--- config.mk ---
export PLATFORM = sky130hd
export DESIGN_NAME = seg_display_sched_flat
export DESIGN_NICKNAME = d
export VERILOG_FILES = /design/src/rtl/seg_display_sched_if.sv /design/src/rtl/seg_display_sched.sv /design/src/flat_wrapper.sv
export SDC_FILE = /design/constraint.sdc
export NUM_CORES = 1
export LEC_CHECK = 0
export ABC_CLOCK_PERIOD_IN_PS = 1900
export CAP_MARGIN = 10
export CORE_MARGIN = 1.5
export CORE_UTILIZATION = 51
export DETAILED_ROUTE_END_ITERATION = 12
export PLACE_DENSITY = 0.76
export SETUP_SLACK_MARGIN = 0.1
export SYNTH_ARGS = -nofsm -noshare
export SYNTH_HDL_FRONTEND = slang
export SYNTH_SLANG_ARGS = --single-unit
--- constraint.sdc ---
create_clock -name clk -period 1.9 [get_ports clk]
set_input_delay 0.38 -clock clk [delete_from_list [all_inputs] [get_ports clk]]
set_output_delay 0.38 -clock clk [all_outputs]
set_load 0.05 [all_outputs]
--- src/rtl/seg_display_sched_if.sv ---
`default_nettype none
// ============================================================================
// Module      : seg_display_sched_if
// Description : Message request/acknowledge bundle for the display scheduler.
// Revision    : 1.0 - initial release
// ============================================================================
interface seg_display_sched_if;
    logic [31:0] msgSeg;
    logic        msgReq;
    logic        msgBlink;
    logic        msgAck;
    logic        msgBusy;

    modport master (
        output msgSeg,
        output msgReq,
        output msgBlink,
        input  msgAck,
        input  msgBusy
    );

    modport slave (
        input  msgSeg,
        input  msgReq,
        input  msgBlink,
        output msgAck,
        output msgBusy
    );
endinterface
`default_nettype wire

--- src/rtl/seg_display_sched.sv ---
`default_nettype none
// ============================================================================
// Module      : seg_display_sched
// Description : 4-digit seven-segment scan controller with base/message
//               source scheduling, timed messages and optional blinking.
// Revision    : 1.0 - initial release
// ============================================================================
module seg_display_sched #(
    parameter int REFRESH_DIV = 100000,
    parameter int HOLD_CYCLES = 200000000,
    parameter int BLINK_DIV   = 50000000
) (
    input  wire logic              clk,
    input  wire logic              rst_n,
    input  wire logic [31:0]       baseSeg,
    seg_display_sched_if.slave     msg,
    output logic [3:0]             anode,
    output logic [7:0]             segOut
);

    localparam int c_REF_W   = (REFRESH_DIV > 1) ? $clog2(REFRESH_DIV) : 1;
    localparam int c_HOLD_W  = (HOLD_CYCLES > 1) ? $clog2(HOLD_CYCLES) : 1;
    localparam int c_BLINK_W = (BLINK_DIV   > 1) ? $clog2(BLINK_DIV)   : 1;

    localparam logic [c_REF_W-1:0]   c_REF_LAST   = c_REF_W'(REFRESH_DIV - 1);
    localparam logic [c_HOLD_W-1:0]  c_HOLD_LAST  = c_HOLD_W'(HOLD_CYCLES - 1);
    localparam logic [c_BLINK_W-1:0] c_BLINK_LAST = c_BLINK_W'(BLINK_DIV - 1);

    typedef enum logic [0:0] {
        S_IDLE = 1'b0,
        S_HOLD = 1'b1
    } state_t;

    state_t                r_state;
    logic [c_REF_W-1:0]    r_ref_cnt;
    logic [1:0]            r_idx;
    logic [31:0]           r_frame;
    logic [31:0]           r_msg;
    logic                  r_blink_en;
    logic                  r_phase;
    logic [c_HOLD_W-1:0]   r_hold_cnt;
    logic [c_BLINK_W-1:0]  r_blink_cnt;
    logic                  r_req_d;
    logic                  r_ack;
    logic [3:0]            r_anode;
    logic [7:0]            r_seg;

    logic                  w_ref_wrap;
    logic                  w_frame_end;
    logic                  w_accept;
    logic                  w_hold_done;
    logic                  w_blink_wrap;
    logic                  w_blank_nxt;
    logic [3:0]            w_anode_dec;
    logic [7:0]            w_seg_sel;

    assign w_ref_wrap   = (r_ref_cnt == c_REF_LAST);
    assign w_frame_end  = w_ref_wrap && (r_idx == 2'd3);
    assign w_accept     = msg.msgReq & ~r_req_d;
    assign w_hold_done  = (r_hold_cnt == c_HOLD_LAST);
    assign w_blink_wrap = (r_blink_cnt == c_BLINK_LAST);

    // Digit timing; the frame only changes at a frame boundary so a scan
    // never mixes base and message bytes.
    always_ff @(posedge clk or negedge rst_n) begin
        if (!rst_n) begin
            r_ref_cnt <= '0;
            r_idx     <= 2'd0;
            r_frame   <= 32'hFFFF_FFFF;
        end else begin
            if (w_ref_wrap) begin
                r_ref_cnt <= '0;
                r_idx     <= r_idx + 2'd1;
            end else begin
                r_ref_cnt <= r_ref_cnt + c_REF_W'(1);
            end
            if (w_frame_end) begin
                r_frame <= (r_state == S_HOLD) ? r_msg : baseSeg;
            end
        end
    end

    always_ff @(posedge clk or negedge rst_n) begin
        if (!rst_n) begin
            r_state     <= S_IDLE;
            r_req_d     <= 1'b0;
            r_ack       <= 1'b0;
            r_msg       <= 32'hFFFF_FFFF;
            r_blink_en  <= 1'b0;
            r_phase     <= 1'b0;
            r_hold_cnt  <= '0;
            r_blink_cnt <= '0;
        end else begin
            r_req_d <= msg.msgReq;
            r_ack   <= w_accept;
            if (w_accept) begin
                r_state     <= S_HOLD;
                r_msg       <= msg.msgSeg;
                r_blink_en  <= msg.msgBlink;
                r_phase     <= 1'b0;
                r_hold_cnt  <= '0;
                r_blink_cnt <= '0;
            end else begin
                case (r_state)
                    S_HOLD: begin
                        if (w_hold_done) begin
                            r_state    <= S_IDLE;
                            r_hold_cnt <= '0;
                        end else begin
                            r_hold_cnt <= r_hold_cnt + c_HOLD_W'(1);
                        end
                        if (w_blink_wrap) begin
                            r_blink_cnt <= '0;
                            r_phase     <= ~r_phase;
                        end else begin
                            r_blink_cnt <= r_blink_cnt + c_BLINK_W'(1);
                        end
                    end
                    default: begin
                        r_state <= S_IDLE;
                    end
                endcase
            end
        end
    end

    // Blank decision uses next-cycle state so the registered anode lines up
    // with the blink phase register rather than lagging it by a cycle.
    always_comb begin
        w_blank_nxt = 1'b0;
        if (!w_accept && (r_state == S_HOLD) && !w_hold_done && r_blink_en) begin
            w_blank_nxt = w_blink_wrap ? ~r_phase : r_phase;
        end
    end

    always_comb begin
        w_anode_dec = 4'b1111;
        w_seg_sel   = 8'hFF;
        case (r_idx)
            2'd0: begin
                w_anode_dec = 4'b0111;
                w_seg_sel   = r_frame[31:24];
            end
            2'd1: begin
                w_anode_dec = 4'b1011;
                w_seg_sel   = r_frame[23:16];
            end
            2'd2: begin
                w_anode_dec = 4'b1101;
                w_seg_sel   = r_frame[15:8];
            end
            2'd3: begin
                w_anode_dec = 4'b1110;
                w_seg_sel   = r_frame[7:0];
            end
            default: begin
                w_anode_dec = 4'b1111;
                w_seg_sel   = 8'hFF;
            end
        endcase
    end

    always_ff @(posedge clk or negedge rst_n) begin
        if (!rst_n) begin
            r_anode <= 4'b1111;
            r_seg   <= 8'hFF;
        end else begin
            r_anode <= w_blank_nxt ? 4'b1111 : w_anode_dec;
            r_seg   <= w_seg_sel;
        end
    end

    assign anode       = r_anode;
    assign segOut      = r_seg;
    assign msg.msgAck  = r_ack;
    assign msg.msgBusy = (r_state == S_HOLD);

endmodule
`default_nettype wire

--- src/flat_wrapper.sv ---
// flat-port wrapper written by rule: the top's interface ports become plain ports
module seg_display_sched_flat 
#(
    parameter int REFRESH_DIV = 100000,
    parameter int HOLD_CYCLES = 200000000,
    parameter int BLINK_DIV   = 50000000
)
  (clk, rst_n, baseSeg, anode, segOut, msg_msgSeg, msg_msgReq, msg_msgBlink, msg_msgAck, msg_msgBusy);
  seg_display_sched_if msg_i ();
  input  wire logic clk;
  input  wire logic rst_n;
  input  wire logic [31:0] baseSeg;
  output logic [3:0] anode;
  output logic [7:0] segOut;
  input wire logic [$bits(msg_i.msgSeg)-1:0] msg_msgSeg;
  input wire logic [$bits(msg_i.msgReq)-1:0] msg_msgReq;
  input wire logic [$bits(msg_i.msgBlink)-1:0] msg_msgBlink;
  output wire logic [$bits(msg_i.msgAck)-1:0] msg_msgAck;
  output wire logic [$bits(msg_i.msgBusy)-1:0] msg_msgBusy;
  assign msg_i.msgSeg = msg_msgSeg;
  assign msg_i.msgReq = msg_msgReq;
  assign msg_i.msgBlink = msg_msgBlink;
  assign msg_msgAck = msg_i.msgAck;
  assign msg_msgBusy = msg_i.msgBusy;
  seg_display_sched #(.REFRESH_DIV(REFRESH_DIV), .HOLD_CYCLES(HOLD_CYCLES), .BLINK_DIV(BLINK_DIV)) u_core (.clk(clk), .rst_n(rst_n), .baseSeg(baseSeg), .msg(msg_i), .anode(anode), .segOut(segOut));
endmodule
==> out/metrics.cfg, run 1 <==
[cts]
clock_sinks=154
clock_latency_ns=0.43
path_clk_slew_ns=0.06
tritoncts.num_buffers=17
cts_root_buffer=clkbuf_16
cts_tree=done
max-clock-path-buffers=2
ctsHtreeMaxLevel=4

[drt]
wl_met1_um=8790
routed_wirelength_um=22700
met3_length_um=1210
vias_per_cell=5.96
wl_met2_um=12000
drtIter0Drc=546
final_antenna_net_count=0
drt_pre_antenna_iters=5
drc=0
top_layer=met4
wl_per_cell_um=20.2
via_count=6694

[yosys]
syn_area_um2=7560
synth_area_leader_cell=dfstp_2
synth_edf_count=0
synth_top_area_frac=0.264
synth.net_count=835
synthTopCellsByCount=176 x nand2_1, 78 x dfrtp_1, 76 x dfstp_2
ys.warnings.count=0
synth_area_leaders=dfstp_2 26%, dfrtp_1 26%, nand2_1 8.7%
async_reset_ff_frac=1.00
ys_types=60
synth_seq_cells=154
synth_ff_type=dfrtp_1
syn_avg_cell_area_um2=9.95
synth_cells=760
yosysMostFrequentCell=nand2_1
yosysSeqAreaShare=0.522

[power_and_ir_drop]
power_per_cell_area_nw_per_um2=717
irDropWorstVdd_mv=0.690
p_leak_nw=4.99
total_power_mw=7.69

[worst_setup_path]
reg2reg_depth=7
r2r_start=u_core.r_ref_cnt[12]
crit_fanout=8
cpPeakStageDelay_ns=0.55
required_ns=2.25
crit_path_end_kind=register
r2r_slack_ns=-0.13
critPathSlowestCell=or4b_4
setup.worst_path.start_class=register
critPathArrivalTime_ns=2.38
path_cells=or4b_4 > nor4_4 > nand4_4 > buf_12 > clkbuf_16 > nand2_4 > o21ai_4
crit_type=reg2reg
reg2reg_to=u_core.r_frame[18]
cp_top_family=simple AND/OR/NAND/NOR gates
crit_buf_inv=2

[global_routing]
grt_pass1_wl_um=30500
grt_usage=0.246
grt_pass1_vias=6228
antenna_found_initial=0
grt_max_degree=65
grt_overflow=0

[sta]
post-route-period-util=1.07
worst_pin_slew_ns=0.602
relSlewSlack=0.599
finalWorstSetupSlack_ns=-0.132
fmaxAchievable_mhz=492
fin_crit_ns=2.03
rsz0062_at_grt=true
finalHoldViolCount=0
maxSlewViolCount=0
setup_viol=35
finClkSkew_ns=0.00842

[floorplan]
die_x_um=125
coreArea_um2=14500
die_h_um=125
initial_utilization=0.522
boundaryPins=82
die-area_um2=15600
rows=44

[worst_hold_path]
hold_path.class=in2async

[cells_and_area]
diodes=0
n_fill_cell=910
fin_util=0.740
fin_nets=1001
layoutNonFillerInstCount=1123
syn_to_final_growth_pct=41.8
layout-drive-gt1-share=0.407

[status]
status=complete, but fails checks
failed_checks=negative setup slack

[placed_design]
gp_congestion=0.890
dp_hpwl_um=13000
place_inst=1050
numPortBuffers=81

[run]
drv_cap=0

per-stage QoR:
| step | TNS, ns | worst slack, ns | hold WS [ns] | area (um2) |
|---|---|---|---|---|
| floorplan | 0 | 0.125 | 0.0844 | 7580 |
| global placement | -2.64 | -0.151 | 0.240 | 8920 |
| detailed placement | -5.24 | -0.207 | 0.244 | 8920 |
| CTS | -0.0139 | -0.0139 | 0.362 | 9700 |
| global route | -5.91 | -0.196 | 0.372 | 10700 |
| finish | -2.80 | -0.132 | 0.363 | 10700 |
cell type report:
| cell class | instances | area (um2) | share of cell area |
|---|---|---|---|
| Clock buffer | 20 | 478 | 0.0446 |
| Clock inverter | 12 | 90.1 | 0.00840 |
| Inverter | 22 | 82.6 | 0.00770 |
| Multi-Input combinational cell | 546 | 4040 | 0.377 |
| Sequential cell | 154 | 3960 | 0.369 |
| Tap cell | 184 | 230 | 0.0215 |
| Timing Repair Buffer | 185 | 1840 | 0.172 |
cell usage in the layout (no fill, tap or decap), types with 5 or more instances in the layout:
cell type        netlist  routed
nor2_2                 1       5
ha_1                   7       5
nor2_1                47      42
nor3_2                 1       5
clkdlybuf4s50_1        0      66
buf_4                  2      89
o21ai_0               10       5
a31oi_1               17      13
o21bai_1               6       6
and3_1                15       9
nand2_4                0      27
or3_1                  7       5
nand3_1               30      24
nand2_1              176     140
buf_12                 0       9
clkbuf_16              0      24
dfrtp_1               78      73
buf_6                  8      11
o21ai_4                0       6
xor2_1                19      19
xnor2_1               17      17
dfstp_2               76      76
inv_1                 22      22
nand4_1               20      20
a21oi_2                0      10
and3_4                 0       7
nor3_1                12       7
o21ai_2               28      28
mux2i_1               40      40
dfrtp_2                0       5
nand2_2                0       9
nand3_2                0       5
a222oi_1               8       8
sequential cells by signal (all words and copies together) (netlist names), 2 cells and up:
register	cells
u_core.r_frame	32
u_core.r_msg	32
u_core.r_hold_cnt	28
u_core.r_blink_cnt	26
u_core.r_ref_cnt	17
u_core.segOut	8
u_core.anode	4
u_core.r_idx	2
power breakdown:
group / leakage, nW / switching, mW / internal, mW / total (mW)
logic: 2.87 / 0.417 / 0.427 / 0.844
registers: 1.85 / 0.118 / 3.50 / 3.62
clock network: 0.274 / 1.40 / 1.82 / 3.22
total: 4.99 / 1.93 / 5.75 / 7.69
kinds of logic after synthesis:
family          share of synthesized area
compound gates                      0.109
xor+xnor                           0.0417
fa+ha+maj                          0.0116
buf+inv                            0.0424
flops                               0.522
mux                                0.0544
simple gates                        0.219
worst max-delay path by stage:
stage	depth (start not counted)	startpoint	slack (ns)	to
2_1_floorplan	6	u_core.r_blink_cnt[0]	0.13	u_core.anode[2]
3_3_place_gp	6	msg_msgReq	-0.15	u_core.r_blink_cnt[11]
3_5_place_dp	6	msg_msgReq	-0.21	u_core.r_blink_cnt[11]
4_1_cts	6	u_core.r_hold_cnt[20]	-0.01	u_core.r_hold_cnt[21]
5_1_grt	7	u_core.r_ref_cnt[12]	-0.20	u_core.r_frame[16]
6_report	7	u_core.r_ref_cnt[12]	-0.13	u_core.r_frame[18]
routing by layer:
metal,vias to the layer above,GRT usage
li1,2996,-
met1,3348,0.300
met2,276,0.429
met3,74,0.0610
met4,0,0.0751
met5,-,0
what timing repair did:
| action | CTS | global route |
|---|---|---|
| hold endpoints to repair | 4 | 0 |
| hold buffers | 1 | 0 |
| buffers inserted | 1 | 29 |
| pin swaps | 13 | 77 |
| gates cloned | 0 | 12 |
| endpoints found under the setup margin | 42 | 89 |
| gates resized for setup | 51 | 137 |
Power figures use the tool's default switching activity.
==> run 2, diff against run 1 <==
Settings changed: CAP_MARGIN 10 to 20, CORE_MARGIN 1.5 to 3, CTS_CLUSTER_DIAMETER set to 80.
==> run 2 against run 1 <==
Against the previous run: combinational power up 0.5%; core utilization grew 3.6 points; clock skew rose by 0.0085 ns; power is 0.80% higher; the flow still finishes with violations (negative setup slack); hold slack improved by 0.056 ns; setup slack got worse by 0.11 ns; critical endpoint is now u_core.r_phase; fmax fell by 5.0%; via count increased by 6.3%.
==> out/metrics.cfg, run 2 (synthesis results as in run 1) <==
[sta]
post-route-period-util=1.13  ; +0.0558
rsz0062_at_grt=true
maxSlewViolCount=0  ; unchanged
worst_pin_slew_ns=0.633  ; +0.0310 ns
finalWorstSetupSlack_ns=-0.238  ; -0.106 ns
setup_viol=59  ; +69%
finalHoldViolCount=0  ; unchanged
finClkSkew_ns=0.0169  ; +0.00851 ns
fin_crit_ns=2.14  ; +0.106 ns
fmaxAchievable_mhz=468  ; -5.0%
relSlewSlack=0.578  ; -0.0207

[drt]
wl_per_cell_um=22.8  ; +13%
final_antenna_net_count=0  ; unchanged
drtIter0Drc=1041  ; +91%
drc=0  ; unchanged
vias_per_cell=6.26  ; +4.9%
drt_pre_antenna_iters=8  ; +3
via_count=7119  ; +6.3%
routed_wirelength_um=26000  ; +14%

[cts]
ctsHtreeMaxLevel=4  ; unchanged
max-clock-path-buffers=2  ; unchanged
cts_tree=done
cts_root_buffer=clkbuf_16
path_clk_slew_ns=0.07  ; about the same
tritoncts.num_buffers=17  ; unchanged
clock_latency_ns=0.45  ; +0.02 ns
clock_sinks=154  ; unchanged

[cells_and_area]
n_fill_cell=742  ; -18%
multiInputGateArea_um2=4100  ; +1.5%
layoutNonFillerInstCount=1138  ; +1.3%
reg_top3=u_core.r_frame (32), u_core.r_msg (32), u_core.r_hold_cnt (28)
diodes=0  ; unchanged
seqCellArea_um2=3960  ; about the same
mostFrequentLayoutCells=144 x nand2_1, 98 x buf_4, 76 x dfstp_2
syn_to_final_growth_pct=45.9
layout-drive-gt1-share=0.416  ; +0.00968
final_common_cell=nand2_1
fin_nets=1020  ; +1.9%

[worst_setup_path]
crit_type=reg2reg
cp-startpoint=u_core.r_blink_cnt[1]
reg2reg_depth=7  ; unchanged
setup.worst_path.start_class=register
critPathArrivalTime_ns=2.46  ; +0.08 ns
crit_path_end=u_core.r_phase
crit_path_end_kind=register
r2r_start=u_core.r_blink_cnt[1]
required_ns=2.22  ; -0.03 ns
r2r_slack_ns=-0.24  ; -0.11 ns
reg2reg_to=u_core.r_phase
crit_fanout=3  ; -5

[global_routing]
grt_overflow=0  ; unchanged
antenna_found_initial=0  ; unchanged
grt_max_degree=48  ; -26%
grt_pass1_wl_um=35100  ; +15%
grt_pass1_vias=6824  ; +9.6%
grt_usage=0.272  ; +0.0263

[floorplan]
rows=43  ; -2.3%
initial_utilization=0.532  ; +0.0101
coreArea_um2=14200  ; -1.9%
die-area_um2=16300  ; +4.9%
die_x_um=128  ; +2.4%
boundaryPins=82  ; unchanged
die_h_um=128  ; +2.4%

[run]
drv_cap=0  ; unchanged

[power_and_ir_drop]
irDropWorstVdd_mv=0.691  ; +0.17%
power_per_cell_area_nw_per_um2=702  ; -2.0%
p_leak_nw=5.12  ; +2.6%

[placed_design]
post-place-ws_ns=-0.224  ; -0.0170 ns
dp_hpwl_um=13100  ; +0.65%
numPortBuffers=81  ; unchanged
place_inst=1047  ; -0.29%
gp_congestion=0.889  ; about the same

[status]
status=complete, but fails checks
failed_checks=negative setup slack

[worst_hold_path]
hold_path.class=in2async

run 2: cell types whose count changed in the layout (fill, tap and decap cells not counted), moves of 7 or more:
cell | before | now
nor2_1 | 42 | 31
nor2_4 | 1 | 11
buf_4 | 89 | 98
buf_16 | 1 | 8
run 2: through the flow:
stage          hold slack [ns]  TNS (ns)  power (mW)  instance area [um2]   util
2_1_floorplan           0.0844         0        3.94                 7580      -
3_3_place_gp             0.330     -2.39        4.32                 8930  0.629
4_1_cts                  0.427    -0.781        7.58                10200  0.720
5_1_grt                  0.431     -6.02        7.95                11000  0.777
3_5_place_dp             0.336     -5.45        4.37                 8930  0.629
6_report                 0.419     -3.36        7.75                11000  0.777
run 2: worst min-delay path by stage:
stage	start	end	slack, ns	depth (start not counted)
CTS	msg_msgReq	u_core.r_req_d	0.43	1
global route	msg_msgReq	u_core.r_req_d	0.43	1
global placement	rst_n	u_core.r_ref_cnt[15]	0.33	1
finish	rst_n	u_core.r_ref_cnt[16]	0.42	2
detailed placement	rst_n	u_core.r_ref_cnt[15]	0.34	1
floorplan	rst_n	u_core.msg.msgAck	0.08	0
run 2: cell type report:
cell class,instances,share of cell area
multi-input combinational,546,0.372
sequential,154,0.359
timing repair buffer,204,0.192
clock buffer,22,0.0412
tap,180,0.0204
clock inverter,10,0.00839
inverter,22,0.00748
run 2: where the power goes:
group	internal [mW]	switching, mW	total, mW
sequential	3.50	0.124	3.63
clock	1.84	1.43	3.27
combinational	0.399	0.449	0.848
run 2: timing repair:
action / in CTS / in global routing
hold endpoints to repair: 32 / 0
gates resized for setup: 86 / 133
endpoints found under the setup margin: 40 / 95
buffers inserted: 18 / 29
gates cloned: 11 / 5
hold buffers: 1 / 0
pin swaps: 49 / 75
run 2: layer usage:
metal / track usage / routed length, um / up-vias
met3: 0.0675 / 1820 / 121
met2: 0.464 / 13600 / 432
li1: - / - / 3037
met4: 0.107 / 1200 / 0
met5: 0 / 0 / -
met1: 0.332 / 9390 / 3529
run 2: critical path: stages, from the launching register on:
cell     delay, ns
dfrtp_1       0.36
ha_2          0.20
nand4_1       0.18
or4_4         0.54
buf_4         0.16
nor3_1        0.32
xnor2_1       0.18
nor2_1        0.07
